===== src/rtl/rc4_ksa_sequencer_if.sv =====
// Start/done handshake plus S-memory port between the KSA sequencer (master) and its environment (slave).
interface rc4_ksa_sequencer_if #(
  parameter int KEY_BYTES = 3,
  parameter int ADDR_W    = 8
);
  logic                   start;
  logic [8*KEY_BYTES-1:0] secret_key;
  logic                   busy;
  logic                   done;
  logic [ADDR_W-1:0]      s_addr;
  logic [7:0]             s_wrdata;
  logic                   s_wren;
  logic [7:0]             s_rddata;

  modport master (
    input  start, secret_key, s_rddata,
    output busy, done, s_addr, s_wrdata, s_wren
  );

  modport slave (
    output start, secret_key, s_rddata,
    input  busy, done, s_addr, s_wrdata, s_wren
  );
endinterface


===== src/rtl/rc4_ksa_sequencer.sv =====
// RC4 key scheduling over a 256-byte S memory: 7 cycles per swap, plus 256 identity writes when KSA_INIT_EN is defined.
// Start is only honoured in IDLE (never queued); outputs decode from registered state, memory read latency is one cycle.
module rc4_ksa_sequencer #(
  parameter int KEY_BYTES = 3,
  parameter int ADDR_W    = 8
) (
  input  logic                clk,
  input  logic                rst_n,
  rc4_ksa_sequencer_if.master bus
);
  localparam int KIDX_W = (KEY_BYTES > 1) ? $clog2(KEY_BYTES) : 1;
  localparam logic [KIDX_W-1:0] KIDX_LAST = KIDX_W'(KEY_BYTES - 1);
  localparam logic [ADDR_W-1:0] I_LAST    = {ADDR_W{1'b1}};

  typedef enum logic [3:0] {
    IDLE, INIT, RD_SI, CAP_SI, CALC_J, RD_SJ, CAP_SJ, WR_SI, WR_SJ, DONE
  } state_t;

  state_t                 state, state_nxt;
  logic [ADDR_W-1:0]      i, j;
  logic [KIDX_W-1:0]      kidx;
  logic [7:0]             si, sj;
  logic [8*KEY_BYTES-1:0] key_q;
  logic [7:0]             key_byte;

  assign key_byte = key_q[8*int'(kidx) +: 8];

  always_ff @(posedge clk or negedge rst_n) begin
    if (!rst_n) state <= IDLE;
    else        state <= state_nxt;
  end

  always_ff @(posedge clk or negedge rst_n) begin
    if (!rst_n) begin
      i     <= '0;
      j     <= '0;
      kidx  <= '0;
      si    <= '0;
      sj    <= '0;
      key_q <= '0;
    end else begin
      case (state)
        IDLE: if (bus.start) begin
          key_q <= bus.secret_key;
          i     <= '0;
          j     <= '0;
          kidx  <= '0;
        end
        // i wraps to zero on its own after the last identity write
        INIT:   i  <= i + ADDR_W'(1);
        CAP_SI: si <= bus.s_rddata;
        CALC_J: j  <= j + ADDR_W'(si) + ADDR_W'(key_byte);
        CAP_SJ: sj <= bus.s_rddata;
        WR_SJ: begin
          i    <= i + ADDR_W'(1);
          kidx <= (kidx == KIDX_LAST) ? '0 : kidx + KIDX_W'(1);
        end
        default: ;
      endcase
    end
  end

  always_comb begin
    state_nxt = state;
    case (state)
`ifdef KSA_INIT_EN
      IDLE:   if (bus.start) state_nxt = INIT;
`else
      IDLE:   if (bus.start) state_nxt = RD_SI;
`endif
      INIT:   if (i == I_LAST) state_nxt = RD_SI;
      RD_SI:  state_nxt = CAP_SI;
      CAP_SI: state_nxt = CALC_J;
      CALC_J: state_nxt = RD_SJ;
      RD_SJ:  state_nxt = CAP_SJ;
      CAP_SJ: state_nxt = WR_SI;
      WR_SI:  state_nxt = WR_SJ;
      WR_SJ:  state_nxt = (i == I_LAST) ? DONE : RD_SI;
      DONE:   state_nxt = IDLE;
      default: state_nxt = IDLE;
    endcase
  end

  always_comb begin
    bus.busy     = 1'b0;
    bus.done     = 1'b0;
    bus.s_addr   = '0;
    bus.s_wrdata = '0;
    bus.s_wren   = 1'b0;
    case (state)
      INIT: begin
        bus.busy     = 1'b1;
        bus.s_addr   = i;
        bus.s_wrdata = 8'(i);
        bus.s_wren   = 1'b1;
      end
      RD_SI, CAP_SI, CALC_J: begin
        bus.busy   = 1'b1;
        bus.s_addr = i;
      end
      RD_SJ, CAP_SJ: begin
        bus.busy   = 1'b1;
        bus.s_addr = j;
      end
      // when i == j both writes hit one address and the last one restores S[i]
      WR_SI: begin
        bus.busy     = 1'b1;
        bus.s_addr   = i;
        bus.s_wrdata = sj;
        bus.s_wren   = 1'b1;
      end
      WR_SJ: begin
        bus.busy     = 1'b1;
        bus.s_addr   = j;
        bus.s_wrdata = si;
        bus.s_wren   = 1'b1;
      end
      DONE: bus.done = 1'b1;
      default: ;
    endcase
  end
endmodule


===== src/flat_wrapper.sv =====
// flat-port wrapper written by rule: the top's interface ports become plain ports
module rc4_ksa_sequencer_flat 
#(
  parameter int KEY_BYTES = 3,
  parameter int ADDR_W    = 8
)
  (clk, rst_n, bus_start, bus_secret_key, bus_s_rddata, bus_busy, bus_done, bus_s_addr, bus_s_wrdata, bus_s_wren);
  rc4_ksa_sequencer_if #(.KEY_BYTES(KEY_BYTES), .ADDR_W(ADDR_W)) bus_i ();
  input  logic clk;
  input  logic rst_n;
  input wire logic [$bits(bus_i.start)-1:0] bus_start;
  input wire logic [$bits(bus_i.secret_key)-1:0] bus_secret_key;
  input wire logic [$bits(bus_i.s_rddata)-1:0] bus_s_rddata;
  output wire logic [$bits(bus_i.busy)-1:0] bus_busy;
  output wire logic [$bits(bus_i.done)-1:0] bus_done;
  output wire logic [$bits(bus_i.s_addr)-1:0] bus_s_addr;
  output wire logic [$bits(bus_i.s_wrdata)-1:0] bus_s_wrdata;
  output wire logic [$bits(bus_i.s_wren)-1:0] bus_s_wren;
  assign bus_i.start = bus_start;
  assign bus_i.secret_key = bus_secret_key;
  assign bus_i.s_rddata = bus_s_rddata;
  assign bus_busy = bus_i.busy;
  assign bus_done = bus_i.done;
  assign bus_s_addr = bus_i.s_addr;
  assign bus_s_wrdata = bus_i.s_wrdata;
  assign bus_s_wren = bus_i.s_wren;
  rc4_ksa_sequencer #(.KEY_BYTES(KEY_BYTES), .ADDR_W(ADDR_W)) u_core (.clk(clk), .rst_n(rst_n), .bus(bus_i));
endmodule

===== config.mk =====
export PLATFORM = sky130hd
export DESIGN_NAME = rc4_ksa_sequencer_flat
export DESIGN_NICKNAME = d
export VERILOG_FILES = /design/src/rtl/rc4_ksa_sequencer_if.sv /design/src/rtl/rc4_ksa_sequencer.sv /design/src/flat_wrapper.sv
export SDC_FILE = /design/constraint.sdc
export NUM_CORES = 1
export LEC_CHECK = 0
export CORE_UTILIZATION = 51
export CTS_BUF_LIST = sky130_fd_sc_hd__clkbuf_4 sky130_fd_sc_hd__clkbuf_8
export DETAILED_ROUTE_END_ITERATION = 12
export PLACE_DENSITY = 0.79
export SETUP_SLACK_MARGIN = 0.05
export SLEW_MARGIN = 20
export SYNTH_ARGS = -nofsm -noshare
export SYNTH_HDL_FRONTEND = slang
export SYNTH_SLANG_ARGS = --single-unit

===== constraint.sdc =====
create_clock -name clk -period 3 [get_ports clk]
set_clock_uncertainty 0.05 [all_clocks]
set_input_delay 0.6 -clock clk [delete_from_list [all_inputs] [get_ports clk]]
set_output_delay 0.6 -clock clk [all_outputs]
set_load 0.1 [all_outputs]

==> results of run 1 <==
## metal layers
| layer | vias to the layer above | GRT usage, % |
|---|---|---|
| met2 | 87 | 39.9 |
| met5 | - | 0 |
| met3 | 24 | 4.96 |
| li1 | 1301 | - |
| met1 | 1385 | 33.2 |
| met4 | 0 | 11.2 |
## worst min-delay path by stage
stage / start / end / slack (ns) / depth (start not counted)
after floorplan: rst_n / u_core.i[0] / 0.25 / 0
after global placement: u_core.sj[7] / u_core.sj[7] / 0.44 / 1
after detailed placement: u_core.key_q[13] / u_core.key_q[13] / 0.44 / 1
after CTS: rst_n / u_core.sj[0] / 0.15 / 1
after global routing: rst_n / u_core.sj[0] / 0.16 / 1
final: rst_n / u_core.sj[0] / 0.13 / 1
## state kept, by name, indices dropped and copies added (netlist names)
| signal | cells |
|---|---|
| u_core.sj | 8 |
| u_core.i | 8 |
| u_core.si | 8 |
| u_core.j | 8 |
| u_core.state | 4 |
| u_core.kidx | 2 |
| u_core.key_q | 24 |
## through the flow
step           hold slack [ns]  cell area, um2  utilization, %  cells  setup slack, ns
2_1_floorplan            0.254            3550               -    328          -0.0185
3_3_place_gp             0.440            4350            66.6    456            0.297
3_5_place_dp             0.445            4350            66.6    456            0.179
4_1_cts                  0.147            4560            69.8    471           0.0512
5_1_grt                  0.159            4590            70.2    472           0.0511
6_report                 0.125            4590            70.2    472            0.139
## layout by cell type, fill, tap and decap left out, types with 2 or more instances in the layout
| cell | Yosys | routed |
|---|---|---|
| dfrtp_1 | 62 | 60 |
| nand2_1 | 40 | 40 |
| mux2_2 | 40 | 40 |
| clkdlybuf4s50_1 | 0 | 33 |
| o21ai_0 | 25 | 21 |
| buf_12 | 0 | 17 |
| nor2_1 | 16 | 16 |
| buf_4 | 3 | 15 |
| nand3_1 | 13 | 13 |
| clkbuf_8 | 0 | 12 |
| mux2i_1 | 12 | 11 |
| a22oi_1 | 11 | 11 |
| a21oi_1 | 8 | 8 |
| fa_1 | 8 | 8 |
| ha_1 | 7 | 7 |
| a22o_1 | 6 | 6 |
| xnor2_1 | 7 | 6 |
| nand2b_1 | 5 | 5 |
| and2_1 | 4 | 4 |
| inv_1 | 4 | 4 |
| o21ai_1 | 1 | 4 |
| a21o_1 | 4 | 4 |
| nor2b_1 | 4 | 3 |
| o31ai_1 | 3 | 3 |
| nor3_4 | 2 | 2 |
| or2_2 | 2 | 2 |
| nor3_1 | 2 | 2 |
| a31oi_1 | 2 | 2 |
| nand4_1 | 2 | 2 |
| o22ai_1 | 3 | 2 |
| nor3b_1 | 2 | 2 |
| dfrtp_2 | 0 | 2 |
## cell families (layout without fill, tap and decap cells)
group | Yosys count | in the layout
AOI/OAI and AO/OA | 72 | 72
DFF | 62 | 62
xor gates and xnor gates | 8 | 8
and+or+nand+nor | 98 | 98
buffers and inverters | 20 | 87
adders and majority gates | 16 | 16
muxes | 52 | 52
## layout make-up
| cell class | instances | area [um2] | area share, % |
|---|---|---|---|
| clock buffers | 12 | 165 | 3.60 |
| clock inverters | 3 | 42.5 | 0.927 |
| inverters | 5 | 18.8 | 0.409 |
| multi-input cells | 246 | 1910 | 41.7 |
| flip-flops and latches | 62 | 1550 | 33.9 |
| well taps | 77 | 96.3 | 2.10 |
| repair buffers | 67 | 800 | 17.4 |
## synth_stat cells (all sizes together) (4+ instances only)
library cell   n
dfrtp         62
nand2         41
mux2          40
o21ai         26
nor2          17
nand3         13
mux2i         12
a22oi         11
buf           10
a21oi          9
fa             8
ha             7
xnor2          7
a22o           6
clkbuf         5
inv            5
nand2b         5
nor3           5
a21o           4
and2           4
nor2b          4
## worst max-delay path: cells and delay by family (launching register included)
kind / cells / cell delay, ns
buf+inv: 1 / 0.20
compound gates: 2 / 0.34
flops: 1 / 0.65
fa+ha+maj: 1 / 0.35
simple gates: 1 / 0.32
## repair_timing
| action | in CTS | in global routing |
|---|---|---|
| resized for setup | 0 | 8 |
| hold buffers | 0 | 0 |
| setup endpoints to repair | 0 | 10 |
| setup buffers | 0 | 1 |
==> impl_metrics.tcl, run 1 <==
set metrics [dict create \
    outcome "complete, no violations" \
    min_period_over_period_pct 95.4 \
    cp_slowest_cell "dfrtp_1" \
    grtUsageTotal_pct 24.9 \
    start_util_pct 54.1 \
    synth_xor_area_share_pct 1.98 \
    synthAdderAreaFrac_pct 7.33 \
    min_path_type "input port to async pin" \
    final_nets 441 \
    routed-wl-met2_mm 4.14 \
    hold_viol_final 0 \
    slew_headroom_pct 65.9 \
    post_drt_via_cell_ratio 5.93 \
    cp-endpoint "bus_s_addr[4]" \
    grt_pass1_wl_mm 13.9 \
    clock_latency_ns 0.35 \
    via_count 2797 \
    core-area_um2 6530 \
    drt_wl_total_mm 8.42 \
    ys_types 50 \
    gp_congestion 0.867 \
    grt_pass1_vias 2905 \
    antenna_found_initial 0 \
    fillers 468 \
    clkTransAtPathRegs_ns 0.07 \
    critPathArrivalTime_ns 2.21 \
    top_layer "met4" \
    cp-end-kind "output port" \
    slew_viol_final 0 \
    ios 54 \
    grt-ovfl-total 0 \
    start_kind "register" \
    fp.dieH_um 85.3 \
    ys_warn_count 0 \
    rr_worst_depth 11 \
    routedWlPerCell_um 17.8 \
    rsz0062_at_grt "false" \
    reg2reg_from "u_core.kidx[0]" \
    met3_length_um 402 \
    synth_top_family_by_area "multiplexers" \
    htree_levels 3 \
    ant_nets 0 \
    area_growth_pct 29.8 \
    cp_max_fo 14 \
    numCtsBuffers 9 \
    clockBufferDepth 2 \
    max_cap_viol_count 0 \
    final.setup.tns_ns 0 \
    r2r-end "u_core.j[7]" \
    dieArea_um2 7270 \
    synth-seq-area-share_pct 43.9 \
    path_cells "maj3_2 > a21oi_2 > nor2_1 > a22o_1 > buf_12" \
    synth-simple-area-share_pct 14.5 \
    drive_gt1_share_pct 28.4 \
    synthArstFlopShare_pct 100 \
    syn_inst 328 \
    dp_hpwl_mm 6.15 \
    fin_crit_ns 2.86 \
    grt_start_max_net_pins 35 \
    synth_top_flop_cell "dfrtp_1" \
    m1WireLength_mm 3.58 \
    timing.critical_path.from "u_core.state[0]" \
    postSynthAreaPerCell_um2 10.8 \
    fmax_mhz 350 \
    die_x_um 85.3 \
    synth_compound_area_share_pct 13.3 \
    crit_type "register to output port" \
    io_buffers 53 \
    dr.pass1.iters 4 \
    rows 29 \
    antenna_cells 0 \
    cts_sinks 62 \
    first_iter_violations 210 \
    drcViolationCount 0 \
    cts_tree "done" \
    setup_viol 0 \
    muxShareOfSynthArea_pct 16.1 \
    synth_edf_count 0 \
    synth_nets 378 \
    yosysTopAreaCell "dfrtp_1" \
    cpPeakStageDelay_ns 0.65 \
    ys_ff_latch 62 \
    yosysTopAreaCellShare_pct 43.9 \
    worst_ep_required_time_ns 2.35 \
    synth.top_cells.by_area "dfrtp_1, mux2_2, fa_1" \
    cts_root_buf "clkbuf_8" \
    syn_area_um2 3530 \
    tightest_slew_ns 0.510 \
    reg2reg_slack_ns 0.19 \
]
Power of run 1 is not shown: default switching activity piles up to over one toggle a cycle in this logic, so the estimate is an artifact.
==> inputs of run 2 (changes only) <==
--- a/config.mk
+++ b/config.mk
@@ -5,10 +5,10 @@
 export SDC_FILE = /design/constraint.sdc
 export NUM_CORES = 1
 export LEC_CHECK = 0
-export CORE_UTILIZATION = 51
-export CTS_BUF_LIST = sky130_fd_sc_hd__clkbuf_4 sky130_fd_sc_hd__clkbuf_8
+export CORE_UTILIZATION = 49
+export CTS_BUF_LIST = sky130_fd_sc_hd__clkbuf_4 sky130_fd_sc_hd__clkbuf_8 sky130_fd_sc_hd__clkbuf_16
 export DETAILED_ROUTE_END_ITERATION = 12
-export PLACE_DENSITY = 0.79
+export PLACE_DENSITY = 0.76
 export SETUP_SLACK_MARGIN = 0.05
 export SLEW_MARGIN = 20
 export SYNTH_ARGS = -nofsm -noshare
==> run 2 against run 1 <==
  * Clock-buffer cell count shrank 1
  * First-iteration DRC count increased by 17%
  * Critical path depth grew 1
==> impl_metrics.tcl, run 2 (synthesized netlist as in run 1, its figures left out) <==
set metrics [dict create \
    final_cell_mix "dfrtp_1, nand2_1, mux2_2" \
    dp.cells 475 \
    die_x_um 86.9 \
    dieArea_um2 7560 \
    gp_congestion 0.894 \
    min_period_over_period_pct 93.7 \
    tightest_slew_ns 0.594 \
    timing.critical_path.from "u_core.state[2]" \
    fin_crit_ns 2.81 \
    crit_type "register to output port" \
    grt_pass1_wl_mm 13.7 \
    start_util_pct 51.5 \
    cp_slowest_cell "dfrtp_1" \
    drt_wl_total_mm 8.10 \
    grt_start_max_net_pins 35 \
    via_count 2808 \
    worst_ep_required_time_ns 2.35 \
    ios 54 \
    fmax_mhz 356 \
    crit_buf_inv 2 \
    layout_commonest_cell "dfrtp_1" \
    first_iter_violations 245 \
    cts_hold_buf 0 \
    drive_gt1_share_pct 28.3 \
    cts_tree "done" \
    regMostFlops "u_core.key_q" \
    regArea_um2 1560 \
    antenna_found_initial 0 \
    io_buffers 53 \
    dpl_worst_slack_ns 0.144 \
    clkTransAtPathRegs_ns 0.07 \
    dp_hpwl_mm 6.06 \
    reg2reg_from "u_core.kidx[0]" \
    layout.cells.non_filler 492 \
    routedWlPerCell_um 16.5 \
    cts_root_buf "clkbuf_8" \
    min_path_type "input port to async pin" \
    path_cells "nor2b_1 > buf_4 > and2_1 > o21bai_1 > a22o_1 > buf_12" \
    hold_viol_final 0 \
    final_nets 441 \
    grt_pass1_vias 2806 \
    timing.final.ws_setup_ns 0.190 \
    slew_viol_final 0 \
    slew_headroom_pct 60.4 \
    setup_viol 0 \
    cp_max_fo 9 \
    area_growth_pct 30.1 \
    numCtsBuffers 9 \
    clock_latency_ns 0.34 \
    cpPeakStageDelay_ns 0.57 \
    rows 30 \
    cpLargestDelayFamily "flip-flops" \
    largest_reg_flops 24 \
    multi_input_area_um2 1900 \
    clockBufferDepth 2 \
    post_drt_via_cell_ratio 5.71 \
    grt-ovfl-total 0 \
    ant_nets 0 \
    drcViolationCount 0 \
    max_cap_viol_count 0 \
    fillers 525 \
    dr.pass1.iters 4 \
    start_kind "register" \
    fp.dieH_um 86.9 \
    htree_levels 3 \
    cts_sinks 62 \
    cp-end-kind "output port" \
    antenna_cells 0 \
    fin_util_pct 66.9 \
    grtUsageTotal_pct 24.0 \
    critPathArrivalTime_ns 2.16 \
    whs_ns 0.207 \
    core-area_um2 6870 \
    rsz0062_at_grt "true" \
    outcome "complete, no violations" \
]
-- run 2: cell types whose count changed in the layout (fill, tap and decap cells not counted) --
cell and delta:
buf_4 +1, buf_6 -1, clkbuf_8 -1, clkinvlp_4 +2, dfrtp_1 -2, dfrtp_2 +2
mux2i_1 +1, mux2i_2 -1, o21ai_0 +1, o21ai_1 -1, o21bai_1 +1, o21bai_2 -1
o22ai_1 +1, o22ai_2 -1
-- run 2: cell type report --
class | count | area share, %
Sequential cell | 62 | 33.9
Multi-Input combinational cell | 246 | 41.3
Clock buffer | 11 | 3.29
Tap cell | 96 | 2.61
Inverter | 5 | 0.408
Clock inverter | 5 | 1.25
Timing Repair Buffer | 67 | 17.3
-- run 2: per-layer routing --
metal | track usage [%] | up-vias | share of wire (%)
met5 | 0 | - | 0
met4 | 13.9 | 0 | 3.5
met3 | 3.41 | 24 | 5.1
met2 | 35.9 | 98 | 48
met1 | 33.3 | 1385 | 44
li1 | - | 1301 | -
-- run 2: path summary, 6_finish.rpt --
kind                                         to  slack (ns)  cells past startpoint
min in group clk                u_core.key_q[2]        0.46                      1
worst min-delay path               u_core.si[0]        0.21                      1
max in group asynchronous        u_core.kidx[0]        1.97                      2
worst max register to register      u_core.j[7]        0.20                     10
worst max-delay path              bus_s_addr[4]        0.19                      6
worst min register to register  u_core.key_q[2]        0.46                      1
-- run 2: metrics by stage --
stage	TNS [ns]	instance area, um2
CTS	0	4580
finish	0	4600
floorplan	-0.0365	3550
detailed placement	0	4370
global placement	0	4370
global route	0	4600
-- run 2: repair_timing --
| action | CTS | global route |
|---|---|---|
| setup endpoints to repair | 0 | 11 |
| buffers inserted | 0 | 1 |
| resized for setup | 0 | 5 |
Power of run 2 is left out for the same reason.
